<file path="src/rtl/com_uart_pkg.sv">
// Shared UART definitions: data-bit configuration encodings and the received-byte width mask.
package com_uart_pkg;

   typedef enum logic [1:0] {
      DBIT_5 = 2'b00,
      DBIT_6 = 2'b01,
      DBIT_7 = 2'b10,
      DBIT_8 = 2'b11
   } dbit_cfg_e;

   // Bits at or above the configured data width are forced to zero.
   function automatic logic [7:0] mask_data(input logic [7:0] data, input logic [1:0] cfg);
      logic [7:0] m;
      case (dbit_cfg_e'(cfg))
         DBIT_5:  m = 8'h1F;
         DBIT_6:  m = 8'h3F;
         DBIT_7:  m = 8'h7F;
         default: m = 8'hFF;
      endcase
      return data & m;
   endfunction

endpackage

</file>
<file path="src/rtl/com_sync_edge.sv">
// Two-flop synchroniser plus edge-detect flop; emits a registered one-cycle pulse on a rising edge.
// Latency: input rise -> pulse high after 3 clk edges. No backpressure.
module com_sync_edge #(
   parameter logic RESET_VAL = 1'b1
) (
   input  logic clk,
   input  logic rst,
   input  logic async_in,
   output logic rise
);

   logic sync1;
   logic sync2;
   logic sync3;

   // Resetting to the input's idle level keeps the post-reset level from reading as an edge.
   always_ff @(posedge clk) begin
      if (rst) begin
         sync1 <= RESET_VAL;
         sync2 <= RESET_VAL;
         sync3 <= RESET_VAL;
         rise  <= 1'b0;
      end else begin
         sync1 <= async_in;
         sync2 <= sync1;
         sync3 <= sync2;
         rise  <= sync2 & ~sync3;
      end
   end

endmodule

</file>
<file path="src/rtl/com_uart_rx_buffer.sv">
// UART receive buffer: synchronises frame-complete, masks the byte, queues {parity_err, data} in a FWFT FIFO.
// Latency: rx_write_en rise -> head visible 4 clk edges later; no backpressure, bytes dropped when full (sticky overflow).
module com_uart_rx_buffer
   import com_uart_pkg::*;
#(
   parameter int DEPTH     = 16,
   parameter int THRESHOLD = 8
) (
   input  logic                     clk,
   input  logic                     rst,
   input  logic [7:0]               rx_data,
   input  logic                     rx_write_en,
   input  logic                     rx_valid_packet,
   input  logic [1:0]               data_bit_config,
   input  logic                     rd_en,
   output logic [7:0]               rd_data,
   output logic                     rd_parity_err,
   output logic                     empty,
   output logic                     full,
   output logic [$clog2(DEPTH):0]   count,
   output logic                     overflow,
   input  logic                     clr_overflow,
   output logic                     rx_irq
);

   localparam int PW = $clog2(DEPTH);
   localparam int CW = PW + 1;

   logic          push;
   logic          pop_ok;
   logic          push_ok;
   logic          drop;
   logic [CW-1:0] count_nxt;
   logic [PW-1:0] wptr;
   logic [PW-1:0] rptr;
   logic [8:0]    mem [DEPTH];

   com_sync_edge #(
      .RESET_VAL (1'b1)
   ) u_sync_edge (
      .clk      (clk),
      .rst      (rst),
      .async_in (rx_write_en),
      .rise     (push)
   );

   // A push into a full FIFO still lands when the head is popped in the same cycle.
   always_comb begin
      pop_ok    = rd_en && !empty;
      push_ok   = push && (!full || pop_ok);
      drop      = push && full && !pop_ok;
      count_nxt = count;
      if (push_ok && !pop_ok) begin
         count_nxt = count + CW'(1);
      end else if (pop_ok && !push_ok) begin
         count_nxt = count - CW'(1);
      end
   end

   always_ff @(posedge clk) begin
      if (push_ok && !rst) begin
         mem[wptr] <= {~rx_valid_packet, mask_data(rx_data, data_bit_config)};
      end
   end

   always_ff @(posedge clk) begin
      if (rst) begin
         wptr     <= '0;
         rptr     <= '0;
         count    <= '0;
         empty    <= 1'b1;
         full     <= 1'b0;
         overflow <= 1'b0;
         rx_irq   <= 1'b0;
      end else begin
         if (push_ok) begin
            wptr <= wptr + PW'(1);
         end
         if (pop_ok) begin
            rptr <= rptr + PW'(1);
         end
         count  <= count_nxt;
         empty  <= (count_nxt == '0);
         full   <= (count_nxt == CW'(DEPTH));
         rx_irq <= (count_nxt >= CW'(THRESHOLD));
         if (drop) begin
            overflow <= 1'b1;
         end else if (clr_overflow) begin
            overflow <= 1'b0;
         end
      end
   end

   assign {rd_parity_err, rd_data} = mem[rptr];

endmodule

</file>
<file path="config.mk">
export PLATFORM = sky130hd
export DESIGN_NAME = com_uart_rx_buffer
export DESIGN_NICKNAME = d
export VERILOG_FILES = /design/src/rtl/com_uart_pkg.sv /design/src/rtl/com_sync_edge.sv /design/src/rtl/com_uart_rx_buffer.sv
export SDC_FILE = /design/constraint.sdc
export NUM_CORES = 1
export LEC_CHECK = 0
export CAP_MARGIN = 30
export CORE_ASPECT_RATIO = 1.2
export CORE_MARGIN = 2
export CORE_UTILIZATION = 35
export CTS_BUF_LIST = sky130_fd_sc_hd__clkbuf_4 sky130_fd_sc_hd__clkbuf_8
export CTS_CLUSTER_SIZE = 40
export DETAILED_ROUTE_END_ITERATION = 7
export PLACE_DENSITY = 0.54
export SETUP_SLACK_MARGIN = 0.05
export SKIP_CTS_REPAIR_TIMING = 1
export SYNTH_ARGS = -nofsm -noshare
export SYNTH_HDL_FRONTEND = slang
export SYNTH_HIERARCHICAL = 1
export SYNTH_SLANG_ARGS = --single-unit
</file>
<file path="constraint.sdc">
create_clock -name clk -period 2.6 [get_ports clk]
set_clock_uncertainty 0.05 [all_clocks]
set_input_delay 0.78 -clock clk [delete_from_list [all_inputs] [get_ports clk]]
set_output_delay 0.78 -clock clk [all_outputs]
set_load 0.02 [all_outputs]
</file>
==> metrics.md <==
| Metric | Value |
|---|---|
| Initial core utilization | `0.354` |
| Gr usage total | `0.145` |
| CP Class | `register to output pin` |
| Via count | `3365` |
| Max-cap viol count | `0` |
| Synth Flop Type | `edfxtp_1` |
| Tmin final | `3.13 ns` |
| CP max-delay cell | `mux4_2` |
| Netlist cell types | `37` |
| Top cell type by total area after synthesis | `edfxtp_1` |
| Synth async-reset ratio | `0` |
| Post-Synth Adder-Cell Area | `0.0132` |
| Failing checks | `setup timing` |
| Required time of the worst setup path | `1.77 ns` |
| Global placement routability congestion | `0.824` |
| Post-synth EDFFs | `144` |
| Antenna cell count | `0` |
| Worst min-delay path class | `register to register` |
| Router iterations before antenna repair | `4` |
| Slew HR | `0.602` |
| Synth Area in XOR/XNOR | `0.0132` |
| FF+latch count, synth | `169` |
| CP Capture Type | `output pin` |
| Mux share of post-synthesis cell area | `0.172` |
| CTS tree | `built` |
| Area Growth Syn to Fin | `21.2%` |
| Top cell type's share of synthesized area | `0.650` |
| Worst path bufs/invs | `2` |
| Via/cell ratio | `just under 5` |
| Routed wire length | `14100 um` |
| Slew @ Worst Pin | `0.598 ns` |
| Simple-gate share of the synthesized area | `0.0464` |
| Clock latency on the worst-skew pair | `0.45 ns` |
| Largest net degree at the start of global routing | `37` |
| Top-count cell post-synth | `edfxtp_1` |
| VDD IR max | `0.389 mV` |
| Row cnt | `55` |
| Most used cell, CP | `mux4_2` |
| Complex-gate fraction of the synthesized area | `0.0135` |
| Crit-path max cell delay | `0.52 ns` |
| Period utilization | `1.20` |
| Clk sinks | `169` |
| Clk root buf | `clkbuf_8` |
| Worst-path cell chain | `clkbuf_16, mux4_2, mux4_2, buf_6` |
| Worst-path clk slew | `about 0.09 ns` |
| Fillcell total | `between 1500 and 2000` |
| Crit path DAT | `2.30 ns` |
| Leakage | `2.66 nW` |
| Final WS setup | `-0.531 ns` |
| Synth Warn # | `6` |
| PnR Total Power | `6.26 mW` |
| Height of the die | `155 um` |
| TritonCTS Buffers | `17` |
| Final setup viols | `9` |
| Die area | `~20000 um^2` |
| H-tree depth | `4` |
| Reg2Reg Setup Slack | `0.72 ns` |
| Core Region | `18800 um^2` |
| Max-slew violation count | `0` |
| Antenna violations before repair | `0` |
| CP delay by family, top | `multiplexers` |
| Drc violations | `0` |
| Post-DR wirelength/cell | `between 20 and 25 um` |
| Final core utilization | `0.429` |
| Mapped cell area | `6660 um^2` |
| Final Hold Vio Count | `0` |
| Antenna viol nets, final | `0` |
| Net Count, Synth | `356` |
| Max Freq | `319 MHz` |
| Initial DRC count | `between 300 and 400` |
| Sequential area share after synthesis | `0.725` |
| Grt total ovfl | `0` |
| IO Count | `34` |
| RSZ-0062 raised after global routing | `true` |
| Chip width | `~130 um` |
| Largest family of logic cells by synthesized area | `multiplexers` |
| Port Buf Inserts | `33` |
| Mapped Cells | `333` |
| Final net count | `446` |
| Max FO, Critical Path | `6` |
| Worst-case clock buffer depth | `2` |
| Layout cell share with drive strength beyond 1 | `0.305` |
| Power Density | `776 nW/um^2` |
| First-pass GRT wire length | `20600 um` |
| Final HPWL from detailed placement | `9080 um` |
| Largest cells by area after synthesis | `edfxtp_1 65%, mux4_1 13%, dfxtp_1 7.5%` |
| Syn_area_per_cell | `20.0 um^2` |
| Worst Setup Start Kind | `register` |
| Vias in the first global route | `3502` |
| Leading cell types by count after synthesis | `144 x edfxtp_1, 32 x mux4_1, 31 x nor2_1, 25 x dfxtp_1, 13 x mux4_2` |
| Status | `finished, violations left` |
## final cells by class
type | instances | area, um^2 | share of cell area
clock buffers | 17 | 234 | 0.0290
clock inverters | 15 | 223 | 0.0276
inverters | 9 | 33.8 | 0.00419
multi-input cells | 143 | 1610 | 0.200
flip-flops and latches | 169 | 4830 | 0.599
well taps | 256 | 320 | 0.0397
repair buffers | 83 | 815 | 0.101
## stage by stage
step / setup slack, ns / area (um^2) / hold slack [ns] / std cells / TNS, ns
3_3_place_gp: -0.495 / 7640 / 0.334 / 658 / -5.16
3_5_place_dp: -0.507 / 7640 / 0.337 / 658 / -5.74
4_1_cts: -1.03 / 8100 / 0.362 / 690 / -9.01
2_1_floorplan: 0.0540 / 6660 / 0.321 / 333 / 0
6_report: -0.531 / 8070 / 0.362 / 692 / -4.46
5_1_grt: -0.634 / 8070 / 0.393 / 692 / -5.36
## cells by family (layout without fill, tap and decap cells)
kind of cell / Yosys count / after routing
AND/OR/NAND/NOR: 66 / 66
XOR/XNOR: 10 / 10
flip-flops: 169 / 169
buffers and inverters: 21 / 124
multiplexers: 46 / 46
adder cells (fa/ha/maj): 7 / 7
AO/OA/AOI/OAI: 14 / 14
## power by group
part           total, mW  leakage [nW]  internal, mW  switching, mW
Clock               2.10         0.224          1.15          0.953
Sequential          3.08          1.50          3.00         0.0839
Combinational       1.08         0.929         0.603          0.480
## state kept, by name, summed over array words and instances (netlist names), 4 cells and up, named ones only
register,count
mem,144
wptr,4
count,5
rptr,4
## layer usage
metal / global-route usage / routed length (um) / vias to the layer above
met1: 0.186 / 6330 / 1754
met4: 0.0512 / 267 / 0
li1: - / - / 1505
met5: 0 / 0 / -
met2: 0.235 / 6920 / 91
met3: 0.0426 / 545 / 15
## placed cells by master, fill, tap and decap left out, types with 3 or more instances in the layout
| cell | count |
|---|---|
| mux4_1 | 4 |
| buf_4 | 43 |
| nand2_1 | 11 |
| dfxtp_1 | 24 |
| a21oi_1 | 3 |
| and3_1 | 3 |
| buf_12 | 5 |
| edfxtp_1 | 144 |
| nor2b_1 | 3 |
| mux4_2 | 41 |
| bufinv_16 | 5 |
| nor2_1 | 31 |
| clkbuf_8 | 17 |
| xor2_1 | 6 |
| inv_6 | 3 |
| clkdlybuf4s50_1 | 24 |
| o21ai_0 | 4 |
| buf_6 | 9 |
| inv_1 | 9 |
| xnor2_1 | 4 |
| nand3_1 | 3 |
| ha_1 | 7 |
| or2_1 | 3 |
## worst register-to-register path: cells and delay by family (launching register included)
| family | cells | cell delay, ns |
|---|---|---|
| flip-flops | 1 | 0.46 |
| AO/OA/AOI/OAI | 2 | 0.44 |
| AND/OR/NAND/NOR | 1 | 0.12 |
| buffers and inverters | 3 | 0.30 |
| multiplexers | 1 | 0.25 |
| adder cells (fa/ha/maj) | 1 | 0.17 |
## final timing paths
check               startpoint  cells past startpoint                to
max                   register                      4        rd_data[6]
min reg2reg  u_sync_edge/sync3                      1  u_sync_edge/rise
max reg2reg           count[1]                      8             empty
min          u_sync_edge/sync3                      1  u_sync_edge/rise
Power figures use the tool's default switching activity.
